$ cat config.mk
export PLATFORM = sky130hd
export DESIGN_NAME = spi_slave_responder
export DESIGN_NICKNAME = d
export VERILOG_FILES = /design/src/rtl/spi_slave_responder.sv
export SDC_FILE = /design/constraint.sdc
export NUM_CORES = 1
export LEC_CHECK = 0
export ABC_CLOCK_PERIOD_IN_PS = 3800
export BUFFER_PORTS_ARGS = -buffer_cell sky130_fd_sc_hd__clkbuf_2
export CELL_PAD_IN_SITES_DETAIL_PLACEMENT = 1
export CELL_PAD_IN_SITES_GLOBAL_PLACEMENT = 1
export CORE_ASPECT_RATIO = 1.75
export CORE_MARGIN = 2
export CORE_UTILIZATION = 52
export DETAILED_ROUTE_END_ITERATION = 7
export PLACE_DENSITY = 0.86
export SKIP_LAST_GASP = 1
export SLEW_MARGIN = 25
export SYNTH_ARGS = -nofsm -noshare
export SYNTH_HDL_FRONTEND = slang
export SYNTH_SLANG_ARGS = --single-unit
$ cat constraint.sdc
create_clock -name clk_clk -period 3.8 [get_ports clk_clk]
set_input_delay 0.19 -clock clk_clk [delete_from_list [all_inputs] [get_ports clk_clk]]
set_output_delay 0.19 -clock clk_clk [all_outputs]
set_load 0.05 [all_outputs]
$ cat src/rtl/spi_slave_responder.sv
// spi_slave_responder: SPI mode-0 target with RX FIFO and TX holding register; optional SPI_SLAVE_RESPONDER_STATS_EN counters
module spi_slave_responder #(
  parameter int SYNC_STAGES = 2,
  parameter int RX_DEPTH = 16,
  parameter logic [7:0] IDLE_BYTE = 8'hFF
) (
  input  logic        clk_clk,
  input  logic        reset_reset,
  input  logic        spi_external_SCLK,
  input  logic        spi_external_SS_n,
  input  logic        spi_external_MOSI,
  output logic        spi_external_MISO,
  output logic        spi_external_MISO_oe,
  output logic [8:0]  rx_data,
  output logic        rx_valid,
  input  logic        rx_ready,
  input  logic [7:0]  tx_data,
  input  logic        tx_valid,
  output logic        tx_ready,
  output logic        frame_active,
  output logic        frame_end,
  output logic        rx_overrun,
`ifdef SPI_SLAVE_RESPONDER_STATS_EN
  input  logic        stats_clr,
  output logic [23:0] stats,
`endif
  output logic        tx_underrun
);
  localparam int AW = $clog2(RX_DEPTH);
  typedef enum logic [1:0] {DESEL_WAIT, IDLE, ACTIVE} state_t;
  state_t state;
  logic [SYNC_STAGES-1:0] sclk_sync, ss_sync, mosi_sync;
  logic sclk_d, ss_d, first_flag, byte_done, hold_full;
  logic [2:0] bit_cnt;
  logic [7:0] rx_shift, tx_shift, hold_data;
  logic [8:0] mem [RX_DEPTH];
  logic [AW-1:0] wr_ptr, rd_ptr;
  logic [AW:0] rx_cnt;
  logic sclk_s, ss_s, mosi_s, in_act, start, end_f, bit_rise, bit_fall, ld, push, full, push_ok, pop, wr;
  assign sclk_s = sclk_sync[SYNC_STAGES-1];
  assign ss_s = ss_sync[SYNC_STAGES-1];
  assign mosi_s = mosi_sync[SYNC_STAGES-1];
  assign in_act = state == ACTIVE;
  assign start = state == IDLE && !ss_s && ss_d;
  assign end_f = in_act && ss_s && !ss_d;
  // a select edge pre-empts any clock edge seen in the same cycle
  assign bit_rise = in_act && !end_f && sclk_s && !sclk_d;
  assign bit_fall = in_act && !end_f && !sclk_s && sclk_d;
  assign ld = start || (bit_fall && bit_cnt == 3'd0 && byte_done);
  assign push = bit_rise && bit_cnt == 3'd7;
  assign full = rx_cnt == (AW+1)'(RX_DEPTH);
  assign push_ok = push && !full;
  assign rx_valid = rx_cnt != '0;
  assign pop = rx_valid && rx_ready;
  assign wr = tx_valid && tx_ready;
  assign tx_ready = !hold_full;
  assign rx_data = rx_valid ? mem[rd_ptr] : '0;
  assign frame_active = in_act;
  assign spi_external_MISO_oe = in_act;
  assign spi_external_MISO = in_act ? tx_shift[7] : 1'b1;
  always_ff @(posedge clk_clk) begin
    if (reset_reset) begin
      sclk_sync <= '0;
      ss_sync <= '0;
      mosi_sync <= '0;
      sclk_d <= 1'b0;
      ss_d <= 1'b0;
    end else begin
      sclk_sync <= {sclk_sync[SYNC_STAGES-2:0], spi_external_SCLK};
      ss_sync <= {ss_sync[SYNC_STAGES-2:0], spi_external_SS_n};
      mosi_sync <= {mosi_sync[SYNC_STAGES-2:0], spi_external_MOSI};
      sclk_d <= sclk_s;
      ss_d <= ss_s;
    end
  end
  always_ff @(posedge clk_clk) begin
    if (reset_reset) begin
      state <= DESEL_WAIT;
      bit_cnt <= '0;
      first_flag <= 1'b0;
      byte_done <= 1'b0;
      rx_shift <= '0;
      tx_shift <= IDLE_BYTE;
      hold_data <= '0;
      hold_full <= 1'b0;
      frame_end <= 1'b0;
      rx_overrun <= 1'b0;
      tx_underrun <= 1'b0;
      wr_ptr <= '0;
      rd_ptr <= '0;
      rx_cnt <= '0;
    end else begin
      frame_end <= end_f;
      rx_overrun <= push && full;
      tx_underrun <= ld && !hold_full;
      if (state == DESEL_WAIT && ss_s) state <= IDLE;
      if (start) begin
        state <= ACTIVE;
        bit_cnt <= '0;
        first_flag <= 1'b1;
        byte_done <= 1'b0;
      end
      if (end_f) state <= IDLE;
      if (bit_rise) begin
        rx_shift <= {rx_shift[6:0], mosi_s};
        bit_cnt <= bit_cnt + 3'd1;
      end
      if (push) begin
        first_flag <= 1'b0;
        byte_done <= 1'b1;
      end
      if (ld) tx_shift <= hold_full ? hold_data : IDLE_BYTE;
      else if (bit_fall) tx_shift <= {tx_shift[6:0], 1'b0};
      if (wr) begin
        hold_data <= tx_data;
        hold_full <= 1'b1;
      end else if (ld) hold_full <= 1'b0;
      if (push_ok) wr_ptr <= wr_ptr + AW'(1);
      if (pop) rd_ptr <= rd_ptr + AW'(1);
      rx_cnt <= rx_cnt + (AW+1)'(push_ok) - (AW+1)'(pop);
    end
  end
  always_ff @(posedge clk_clk) begin
    if (push_ok) mem[wr_ptr] <= {first_flag, rx_shift[6:0], mosi_s};
  end
`ifdef SPI_SLAVE_RESPONDER_STATS_EN
  logic [7:0] ovr_cnt, und_cnt, frm_cnt;
  assign stats = {frm_cnt, und_cnt, ovr_cnt};
  always_ff @(posedge clk_clk) begin
    if (reset_reset || stats_clr) begin
      ovr_cnt <= '0;
      und_cnt <= '0;
      frm_cnt <= '0;
    end else begin
      if (rx_overrun && ovr_cnt != 8'hFF) ovr_cnt <= ovr_cnt + 8'd1;
      if (tx_underrun && und_cnt != 8'hFF) und_cnt <= und_cnt + 8'd1;
      if (frame_end) frm_cnt <= frm_cnt + 8'd1;
    end
  end
`endif
endmodule

==> flow_summary_export.csv, run 1 <==
group,metric,value,unit
timing,setup_viol,0,
power,leakagePower,3.195,nW
synthesis,yosysTopAreaCellShare,52.92,%
floorplanning,dieHeight,169.8,um
power,p_per_area,576.8,nW/um^2
detailed_routing,drt_first_pass_iters,4,
setup_path,slowest_delay,0.80,ns
run_status,status,"completed",
setup_path,crit_path_end,"rx_cnt[4]$_SDFF_PP0_",
floorplanning,dieArea,16770,um^2
cells_and_area,final_cell_mix,"144 x edfxtp_1, 58 x dfxtp_1, 34 x a21oi_1, 31 x clkbuf_2, 29 x nor2_1",
place,dp_hpwl,12000,um
setup_path,cpMostUsedCell,"inv_1",
hold_path,holdCritPathClass,"input pin to register",
timing,post-route-period-util,83.70,%
setup_path,cp.arrival,3.53,ns
floorplanning,io_pins,32,
detailed_routing,wire_per_inst,23.65,um
power,switchingPower,1.446,mW
clock_network,cts_tree,"done",
detailed_routing,dr_total_vias,4524,
detailed_routing,drt_wl_total,17900,um
timing,setup_slack,0.6194,ns
timing,hold_viol,0,
cells_and_area,layout_commonest_cell,"edfxtp_1",
clock_network,clockBufferDepth,3,
synthesis,synth_ff_type,"edfxtp_1",
clock_network,clkTransAtPathRegs,0.07,ns
setup_path,r2r_start,"rx_cnt[3]$_SDFF_PP0_",
clock_network,cts.sinks,203,
synthesis,synth-seq-cells,203,
synthesis,syn_inst,517,
power,sw_frac_of_total,27.36,%
synthesis,async_reset_ff_share,0,%
floorplanning,core_area,15390,um^2
detailed_routing,drc_errors,0,
setup_path,cp-start-kind,"register",
setup_path,crit_family,"simple AND/OR/NAND/NOR gates",
cells_and_area,multi_input_area,2444,um^2
clock_network,cts_buffers,18,
place,place_area,8477,um^2
global_route,track_usage,22.16,%
floorplanning,start_util,53.09,%
place,io_buffers,31,
cells_and_area,regArea,5507,um^2
synthesis,netlist_area,8170,um^2
place,place.gp.congestion,0.8039,
flow_run,drv_cap,0,
setup_path,cp-end-kind,"register",
timing,slew_viol_final,0,
cells_and_area,drive_gt1_share,19.44,%
setup_path,crit_start,"rx_cnt[3]$_SDFF_PP0_",
cells_and_area,syn2layout_area_growth,12.16,%
power,p_int,3.840,mW
power,p_clk_share,33.9,%
setup_path,crit_slowest_cell,"or4b_2",
timing,skew,0.009920,ns
timing,timing.final.crit_period,3.181,ns
setup_path,crit_chain,"inv_1, ha_1, or4b_2, nand2_1, inv_1, ha_1, inv_1, ha_1, inv_1, fa_1, nor2b_1, o21bai_1, a21oi_1, nor3b_1",
timing,final.setup.tns,0,ns
timing,slew_headroom,35.25,%
global_route,grt_start_max_net_pins,42,
synthesis,netlist.top_cell.by_area,"edfxtp_1",
synthesis,synth_edf_count,144,
setup_path,critPathKind,"register to register",
clock_network,worstSkewPairLatency,0.48,ns
setup_path,cp_num_cells,14,
global_route,grt_pass1_vias,5163,
power,ir_drop,0.0004184,V
clock_network,cts_resized,0,
cells_and_area,diodes,0,
synthesis,seq_area_frac_synth,67.38,%
detailed_routing,ant_nets,0,
synthesis,yosys_warnings,0,
setup_path,reg2reg_to,"rx_cnt[4]$_SDFF_PP0_",
timing,fmax,314.4,MHz
setup_path,reg2regPathDepth,14,
global_route,grt_first_pass_wirelength,28430,um
detailed_routing,drt-initial-drc-count,308,
floorplanning,fp.dieW,98.76,um
global_route,antenna_found_initial,0,
synthesis,syn-num-nets,547,
timing,rsz0062_at_grt,"no",
power,pwr-share-comb,19.5,%
timing,tightestPinTransition,0.9700,ns
setup_path,crit_buf_inv,4,
synthesis,synthTopCellsByArea,"edfxtp_1 53%, dfxtp_1 14%, mux4_2 7.2%, mux4_1 3.2%, mux2i_1 2.2%",
power,p_seq_share,46.6,%
setup_path,critPathMaxFanout,14,
detailed_routing,via_per_inst,5.976,
cells_and_area,finalInstanceArea,9164,um^2
global_route,gr-total-overflow,0,
cells_and_area,fillers,1407,
place,dpl_worst_slack,0.6218,ns
cells_and_area,layout.nets,591,
setup_path,cp_data_required_time,4.15,ns
clock_network,root_buffer,"clkbuf_16",
setup_path,rrSetupSlack,0.62,ns
floorplanning,rows,60,
synthesis,post_synth.cell_area_avg,15.80,um^2
clock_network,h-tree-depth,1,
synthesis,yosysUniqueCellTypes,52,
[final cells by class]
class                   count  area share (%)
inverters                  15          0.6144
multi-input cells         270           26.67
well taps                 186           2.540
clock inverters             9           1.024
flip-flops and latches    203           60.09
repair buffers             53           3.796
clock buffers              21           5.270
[cells in the mapped netlist (3+ instances only)]
master / n
a21oi_1: 34
and3_1: 3
and4_1: 3
and4b_1: 7
buf_1: 3
buf_2: 7
buf_4: 5
buf_6: 3
clkbuf_1: 7
dfxtp_1: 59
edfxtp_1: 144
ha_1: 14
inv_1: 14
mux2_2: 10
mux2i_1: 18
mux4_1: 10
mux4_2: 26
nand2_1: 25
nand2b_1: 5
nand3_1: 9
nor2_1: 29
nor2b_1: 16
nor3_1: 10
o21ai_0: 10
o21ai_1: 4
o31ai_1: 7
xor2_1: 4
[layer usage]
| metal | vias to the layer above | track usage, % | part of all wire, % |
|---|---|---|---|
| li1 | 2063 | - | - |
| met1 | 2312 | 24.07 | 35 |
| met2 | 112 | 42.48 | 58 |
| met3 | 37 | 2.669 | 3.5 |
| met4 | 0 | 9.529 | 2.9 |
| met5 | - | 0 | 0 |
[worst reg2reg max path: cells and delay by family (launching register included)]
kind	cells	cell delay, ns
flip-flops	1	0.32
adder cells (fa/ha/maj)	4	0.95
AND/OR/NAND/NOR	4	1.24
buffers and inverters	4	0.26
AO/OA/AOI/OAI	2	0.28
[power by group through the flow]
stage	Clock, mW	Combinational (mW)	Sequential, mW
after floorplan	0	0.855	2.47
after global placement	0	0.964	2.50
after detailed placement	0	1.03	2.51
after CTS	1.82	1.04	2.46
after global routing	1.90	1.12	2.47
final	1.79	1.03	2.46
[how the worst min path moves through the flow]
| stage | startpoint | depth (start not counted) | slack [ns] | to |
|---|---|---|---|---|
| 6_report | rx_ready | 3 | 0.08 | register |
| 5_1_grt | rx_ready | 3 | 0.09 | register |
| 4_1_cts | rx_ready | 3 | 0.07 | register |
| 3_5_place_dp | spi_external_SS_n | 2 | 0.41 | ss_sync[0]$_SDFF_PP0_ |
| 3_3_place_gp | spi_external_SS_n | 2 | 0.40 | ss_sync[0]$_SDFF_PP0_ |
| 2_1_floorplan | spi_external_MOSI | 1 | 0.32 | mosi_sync[0]$_SDFF_PP0_ |
[state kept, by name, indices dropped and copies added (netlist names), 2 cells and up, named ones only]
name,cells
tx_shift,8
ss_sync,2
rd_ptr,4
bit_cnt,3
mem,144
state,2
wr_ptr,4
sclk_sync,2
hold_data,8
mosi_sync,2
rx_cnt,5
rx_shift,7
[timing repair]
item | in CTS | in global routing
hold buffers | 11 | 0
buffers inserted | 0 | 0
setup endpoints to repair | 0 | 0
hold endpoints to repair | 11 | 0
[metrics by stage]
stage | std cells | utilization, % | hold slack, ns | total power, mW
finish | 757 | 59.54 | 0.08045 | 5.286
detailed placement | 716 | 55.08 | 0.4075 | 3.539
CTS | 757 | 59.54 | 0.07276 | 5.327
global placement | 716 | 55.04 | 0.4025 | 3.466
floorplan | 517 | - | 0.3182 | 3.320
global route | 757 | 59.54 | 0.08994 | 5.488
[kinds of logic after synthesis]
| group | count (synthesis) | share of synthesized area [%] |
|---|---|---|
| compound gates | 62 | 4.227 |
| xor+xnor | 5 | 0.5360 |
| fa+ha+maj | 15 | 2.389 |
| buf+inv | 44 | 2.940 |
| flops | 203 | 67.38 |
| mux | 64 | 13.97 |
| simple gates | 124 | 8.561 |
(Power assumes the default switching activity.)
==> run 2: changes to the inputs <==
--- a/config.mk
+++ b/config.mk
@@ -5,13 +5,14 @@
 export SDC_FILE = /design/constraint.sdc
 export NUM_CORES = 1
 export LEC_CHECK = 0
-export ABC_CLOCK_PERIOD_IN_PS = 3800
+export ABC_AREA = 1
+export ABC_CLOCK_PERIOD_IN_PS = 3050
 export BUFFER_PORTS_ARGS = -buffer_cell sky130_fd_sc_hd__clkbuf_2
 export CELL_PAD_IN_SITES_DETAIL_PLACEMENT = 1
 export CELL_PAD_IN_SITES_GLOBAL_PLACEMENT = 1
 export CORE_ASPECT_RATIO = 1.75
 export CORE_MARGIN = 2
-export CORE_UTILIZATION = 52
+export CORE_UTILIZATION = 49
 export DETAILED_ROUTE_END_ITERATION = 7
 export PLACE_DENSITY = 0.86
 export SKIP_LAST_GASP = 1
==> constraint.sdc (replaced) <==
create_clock -name clk_clk -period 3.05 [get_ports clk_clk]
set_input_delay 0.1525 -clock clk_clk [delete_from_list [all_inputs] [get_ports clk_clk]]
set_output_delay 0.1525 -clock clk_clk [all_outputs]
set_load 0.05 [all_outputs]
==> run 2 against run 1 <==
- sequential share of layout area shrank 1.9 points
- first-iteration DRC count shrank 23%
- non-clock buffer count grew 3
- sequential power grew 24%
- critical path type is now register to primary output
- via count grew 34%
- critical path depth shrank 6
- global-route usage grew 3.6 points
- largest power group unchanged
- largest cell class unchanged
- worst setup slack lost 0.46 ns
- utilization shrank 3.4 points
- critical endpoint is now rx_data[1]
- final cell count grew 45%
- design area grew 3.3%
- clock power grew 35%
==> flow_summary_export.csv, run 2 <==
group,metric,value,unit
clock_network,post_cts_buffers,0,
synthesis,synth-seq-cells,203,
timing,setup_viol,0,
clock_network,hold_buffers,11,
synthesis,yosys_warnings,0,
clock_network,cts_resized,0,
synthesis,synth_xor_area_share,0.5234,%
floorplanning,io_pins,32,
synthesis,syn_inst,812,
floorplanning,core_area,16870,um^2
global_route,grt_pass1_vias,6645,
cells_and_area,drive_gt1_share,10.83,%
timing,post-route-period-util,94.78,%
cells_and_area,largest_registers,"mem x144, hold_data x8, tx_shift x8",
synthesis,netlist.top_cell.by_area,"edfxtp_1",
synthesis,seq_area_frac_synth,65.80,%
timing,slew_headroom,40.32,%
global_route,gr-total-overflow,0,
detailed_routing,drt-initial-drc-count,238,
cells_and_area,finalInstanceArea,9469,um^2
synthesis,post_synth.cell_area_avg,10.30,um^2
clock_network,clockBufferDepth,3,
cells_and_area,largest-register,"mem",
power,ir_drop,0.0004351,V
timing,timing.final.crit_period,2.891,ns
setup_path,cp-start-kind,"register",
floorplanning,dieArea,18180,um^2
cells_and_area,regArea,5507,um^2
clock_network,cts_tree,"done",
setup_path,rrSetupSlack,0.39,ns
detailed_routing,drt_first_pass_iters,5,
flow_run,drv_cap,0,
cells_and_area,fillers,1898,
global_route,grt_first_pass_wirelength,35290,um
setup_path,critPathKind,"register to primary output",
place,io_buffers,31,
detailed_routing,drc_errors,0,
timing,hold_viol,0,
floorplanning,rows,63,
clock_network,cts.sinks,203,
setup_path,cp-end-kind,"primary output",
detailed_routing,wire_per_inst,20.47,um
synthesis,syn-num-nets,842,
detailed_routing,ant_nets,0,
cells_and_area,final_cells,1095,
synthesis,yosysTopAreaCellShare,51.68,%
setup_path,reg2regPathDepth,13,
hold_path,holdCritPathClass,"input pin to register",
global_route,track_usage,25.75,%
clock_network,h-tree-depth,1,
synthesis,synth_most_common_cell,"nand2_1",
synthesis,async_reset_ff_share,0,%
run_status,status,"completed",
floorplanning,dieHeight,176.9,um
clock_network,root_buffer,"clkbuf_16",
timing,final.setup.tns,0,ns
synthesis,synth_top_family_by_area,"simple AND/OR/NAND/NOR gates",
setup_path,r2r_start,"rx_cnt[2]$_SDFF_PP0_",
clock_network,worstSkewPairLatency,0.49,ns
synthesis,synthSimpleGateAreaFrac,23.22,%
clock_network,clkTransAtPathRegs,0.07,ns
timing,timing.hold.ws,0.06704,ns
timing,fmax,345.9,MHz
power,leakagePower,3.762,nW
clock_network,cts_buffers,19,
detailed_routing,drt_wl_total,22420,um
timing,skew,0.01356,ns
place,place_area,8735,um^2
synthesis,synth_ff_type,"edfxtp_1",
place,place.gp.congestion,0.8168,
cells_and_area,layout_commonest_cell,"nand2_1",
cells_and_area,final_cell_mix,"233 x nand2_1, 144 x edfxtp_1, 132 x nand3_1, 58 x nor2_1, 58 x dfxtp_1",
setup_path,crit_path_end,"rx_data[1]",
floorplanning,fp.dieW,102.8,um
synthesis,muxShareOfSynthArea,0,%
cells_and_area,final_util,56.13,%
cells_and_area,multi_input_area,2480,um^2
cells_and_area,largest_reg_flops,144,
place,dp.cells,1051,
cells_and_area,syn2layout_area_growth,13.17,%
synthesis,synth_edf_count,144,
detailed_routing,via_per_inst,5.527,
hold_path,min_path_cells,4,
floorplanning,start_util,49.60,%
cells_and_area,diodes,0,
setup_path,critPathMaxFanout,72,
detailed_routing,dr_total_vias,6052,
synthesis,netlist_area,8367,um^2
timing,tightestPinTransition,0.8919,ns
synthesis,synth_adder_area_share,2.333,%
synthesis,yosysUniqueCellTypes,32,
power,p_per_area,755.9,nW/um^2
timing,rsz0062_at_grt,"no",
setup_path,reg2reg_to,"rx_cnt[4]$_SDFF_PP0_",
place,dp_hpwl,14180,um
setup_path,cp_data_required_time,2.90,ns
synthesis,synth_commonest_cells,"233 x nand2_1, 144 x edfxtp_1, 132 x nand3_1, 59 x dfxtp_1, 58 x nor2_1",
timing,slew_viol_final,0,
setup_path,cp.arrival,2.74,ns
synthesis,synth-compound-area-share,3.559,%
global_route,antenna_found_initial,0,
cells_and_area,layout.nets,886,
global_route,grt_start_max_net_pins,73,
synthesis,synthTopCellsByArea,"edfxtp_1 52%, dfxtp_1 14%, nand2_1 10%, nand3_1 7.9%, nor2_1 2.6%",
[run 2: cells by family after synthesis]
family / after synthesis
xor gates and xnor gates: 5
buffers and inverters: 85
adders and majority gates: 15
DFF: 203
and+or+nand+nor: 445
AOI/OAI and AO/OA: 59
[run 2: layout make-up]
class                   instances  area share (%)
flip-flops and latches        203           58.15
multi-input cells             524           26.19
clock buffers                  23           5.285
repair buffers                 56           3.911
well taps                     227           2.999
inverters                      52           2.154
clock inverters                10           1.308
[run 2: how the worst min path moves through the flow]
stage | startpoint | to | slack, ns
2_1_floorplan | spi_external_MOSI | mosi_sync[0]$_SDFF_PP0_ | 0.26
3_3_place_gp | spi_external_SCLK | sclk_sync[0]$_SDFF_PP0_ | 0.35
3_5_place_dp | spi_external_MOSI | mosi_sync[0]$_SDFF_PP0_ | 0.35
4_1_cts | rx_ready | register | 0.06
5_1_grt | rx_ready | register | 0.08
6_report | rx_ready | register | 0.07
[run 2: per-stage QoR]
stage	total power, mW	setup WS (ns)
final	7.157	0.1593
after CTS	7.209	0.1644
after global routing	7.454	0.03193
after floorplan	4.302	0.1246
after detailed placement	4.770	0.4062
after global placement	4.717	0.4882
[run 2: power breakdown]
group | switching, mW | leakage [nW] | internal, mW
clock network | 1.00 | 0.312 | 1.42
logic | 1.28 | 1.66 | 0.421
registers | 0.0545 | 1.79 | 2.98
[run 2: per-layer routing]
metal  track usage (%)  part of all wire, %  wire [um]  up-vias
li1                  -                    -          -     2827
met1             27.23                   35       7852     3034
met2             49.07                   56      12660      132
met3             3.041                  3.4        773       59
met4             12.06                  5.0       1126        0
met5                 0                    0          0        -
[run 2: worst max-delay path, stage by stage (launching register included)]
cell	delay, ns
dfxtp_2	0.34
buf_4	0.61
nand2_1	0.12
nand3_1	0.12
nand3_1	0.23
nand2_1	0.16
nand2_1	0.08
a21oi_1	0.22
clkbuf_2	0.32
==> run 3: changes to the inputs <==
--- a/config.mk
+++ b/config.mk
@@ -6,15 +6,15 @@
 export NUM_CORES = 1
 export LEC_CHECK = 0
 export ABC_AREA = 1
-export ABC_CLOCK_PERIOD_IN_PS = 3050
+export ABC_CLOCK_PERIOD_IN_PS = 3530
 export BUFFER_PORTS_ARGS = -buffer_cell sky130_fd_sc_hd__clkbuf_2
 export CELL_PAD_IN_SITES_DETAIL_PLACEMENT = 1
 export CELL_PAD_IN_SITES_GLOBAL_PLACEMENT = 1
 export CORE_ASPECT_RATIO = 1.75
-export CORE_MARGIN = 2
-export CORE_UTILIZATION = 49
+export CORE_MARGIN = 1
+export CORE_UTILIZATION = 53
 export DETAILED_ROUTE_END_ITERATION = 7
-export PLACE_DENSITY = 0.86
+export PLACE_DENSITY = 0.92
 export SKIP_LAST_GASP = 1
 export SLEW_MARGIN = 25
 export SYNTH_ARGS = -nofsm -noshare
==> constraint.sdc (replaced) <==
create_clock -name clk_clk -period 3.53 [get_ports clk_clk]
set_input_delay 0.1765 -clock clk_clk [delete_from_list [all_inputs] [get_ports clk_clk]]
set_output_delay 0.1765 -clock clk_clk [all_outputs]
set_load 0.05 [all_outputs]
==> run 3 against run 2 <==
- critical path depth shrank 1
- final cell count fell by 4.7%
- non-clock buffer count down 9
- register-to-register slack improved by 0.23 ns
- largest power group unchanged
- utilization up 4.5 points
- critical endpoint unchanged
==> flow_summary_export.csv, run 3 (synthesis gave the netlist of run 2 again) <==
group,metric,value,unit
place,place.gp.congestion,0.8111,
power,p_seq_share,43.1,%
cells_and_area,final_cells,1044,
timing,hold_viol,0,
power,leakagePower,3.699,nW
power,p_int,4.056,mW
global_route,grt_pass1_vias,7024,
cells_and_area,syn2layout_area_growth,11.44,%
clock_network,root_buffer,"clkbuf_16",
setup_path,rrSetupSlack,0.62,ns
clock_network,post_cts_buffers,0,
setup_path,cp-end-kind,"primary output",
run_status,status,"completed",
detailed_routing,via_per_inst,5.938,
cells_and_area,largest_reg_flops,144,
floorplanning,dieArea,16310,um^2
clock_network,clockBufferDepth,3,
detailed_routing,dr_total_vias,6199,
global_route,top_usage_layer,"met2",
global_route,met3_usage,3.861,%
power,switchingPower,2.043,mW
place,io_buffers,31,
power,p_clk_share,32.4,%
hold_path,holdCritPathClass,"input pin to register",
cells_and_area,fillers,1645,
global_route,met1_usage,31.77,%
detailed_routing,drc_errors,0,
setup_path,reg2regPathDepth,13,
power,ir_drop,0.0005340,V
timing,fmax,336.8,MHz
clock_network,cts_tree,"done",
floorplanning,core_area,15390,um^2
global_route,track_usage,30.97,%
hold_path,min_path_cells,4,
timing,rsz0062_at_grt,"no",
setup_path,critPathMaxFanout,19,
detailed_routing,drt_wl_total,24470,um
detailed_routing,drt-initial-drc-count,408,
detailed_routing,drt_first_pass_iters,4,
cells_and_area,largest-register,"mem",
timing,post-route-period-util,84.11,%
global_route,antenna_found_initial,0,
global_route,gr-total-overflow,0,
clock_network,cts_buffers,18,
cells_and_area,drive_gt1_share,10.14,%
cells_and_area,largest_registers,"mem x144, hold_data x8, tx_shift x8",
clock_network,worstSkewPairLatency,0.50,ns
timing,slew_viol_final,0,
cells_and_area,final_cell_mix,"233 x nand2_1, 144 x edfxtp_1, 132 x nand3_1, 58 x dfxtp_1, 56 x nor2_1",
setup_path,cp-start-kind,"register",
setup_path,r2r_start,"rx_cnt[2]$_SDFF_PP0_",
cells_and_area,diodes,0,
global_route,grt_start_max_net_pins,73,
setup_path,reg2reg_to,"rx_cnt[4]$_SDFF_PP0_",
setup_path,cp.arrival,2.79,ns
floorplanning,io_pins,32,
clock_network,clkTransAtPathRegs,0.07,ns
timing,slew_headroom,31.74,%
timing,setup_viol,0,
clock_network,h-tree-depth,1,
timing,timing.hold.ws,0.1378,ns
timing,final.setup.tns,0,ns
hold_path,min_to,"rd_ptr[2]$_SDFFE_PP0P_",
timing,timing.final.crit_period,2.969,ns
cells_and_area,layout.nets,876,
power,sw_frac_of_total,33.50,%
global_route,met2_usage,59.61,%
place,dp.cells,1001,
power,pwr-share-comb,24.5,%
floorplanning,rows,60,
hold_path,hp-start,"rx_ready",
flow_run,drv_cap,0,
setup_path,critPathKind,"register to primary output",
global_route,grt_first_pass_wirelength,38520,um
cells_and_area,layout_commonest_cell,"nand2_1",
power,p_per_area,654.1,nW/um^2
detailed_routing,wire_per_inst,23.44,um
timing,tightestPinTransition,1.020,ns
detailed_routing,ant_nets,0,
floorplanning,dieHeight,168.2,um
place,dp_hpwl,15940,um
floorplanning,start_util,54.37,%
timing,skew,0.01827,ns
floorplanning,fp.dieW,96.98,um
setup_path,cp_data_required_time,3.35,ns
cells_and_area,final_util,60.59,%
clock_network,cts.sinks,203,
run 3: changes by cell type in the layout (fill, tap and decap cells not counted):
cell	delta
buf_4	-9
clkbuf_8	+5
clkinv_2	-4
bufinv_16	-3
nor2_1	-2
nor2_2	+2
clkbuf_1	-1
clkbuf_2	+1
clkinv_4	+1
run 3: area by class of cell:
class                      count  area [um^2]  area share (%)
clock buffer                  28        570.5           6.119
clock inverter                 4        22.52          0.2415
inverter                      52        203.9           2.187
multi-input combinational    524         2485           26.65
sequential                   203         5507           59.06
tap                          186        232.7           2.496
timing repair buffer          47        302.8           3.247
run 3: worst max-delay path: stages (launching register included):
cell and delay (ns):
dfxtp_1 0.35, buf_4 0.29, clkinv_1 0.60, nand3_1 0.49
nand2_1 0.14, nand2_1 0.09, a21oi_1 0.09, clkbuf_2 0.25
run 3: routing by layer:
metal	share of wire (%)	up-vias
met1	35	3117
met5	0	-
met2	57	201
met3	3.6	76
met4	5.2	0
li1	-	2805
run 3: through the flow:
stage | setup WS (ns) | total power [mW] | instance area (um^2)
after floorplan | 0.6046 | 3.717 | 8367
after global routing | 0.3843 | 6.307 | 9324
after CTS | 0.6106 | 6.105 | 9319
after global placement | 0.9717 | 4.012 | 8616
final | 0.5608 | 6.098 | 9324
after detailed placement | 0.6828 | 4.132 | 8616
run 3: timing repair:
item / CTS / global route
hold buffers: 11 / 0
gates resized for setup: 0 / 0
hold endpoints to repair: 11 / 0
run 3: how the worst max path moves through the flow:
stage	from	cells past startpoint	slack [ns]	end
2_1_floorplan	rx_cnt[3]$_SDFF_PP0_	13	0.60	rx_cnt[4]$_SDFF_PP0_
3_3_place_gp	bit_cnt[0]$_SDFFE_PP0P_	13	0.97	rx_cnt[4]$_SDFF_PP0_
3_5_place_dp	rx_cnt[2]$_SDFF_PP0_	13	0.68	rx_cnt[4]$_SDFF_PP0_
4_1_cts	register	9	0.61	rx_data[8]
5_1_grt	rx_cnt[3]$_SDFF_PP0_	13	0.38	rx_cnt[4]$_SDFF_PP0_
6_report	register	7	0.56	rx_data[1]
run 3: power groups by stage:
| stage | registers (mW) | clock network (mW) | logic (mW) |
|---|---|---|---|
| 3_3_place_gp | 2.67 | 0 | 1.35 |
| 6_report | 2.63 | 1.98 | 1.49 |
| 4_1_cts | 2.63 | 1.99 | 1.49 |
| 5_1_grt | 2.63 | 2.07 | 1.61 |
| 2_1_floorplan | 2.66 | 0 | 1.06 |
| 3_5_place_dp | 2.68 | 0 | 1.46 |
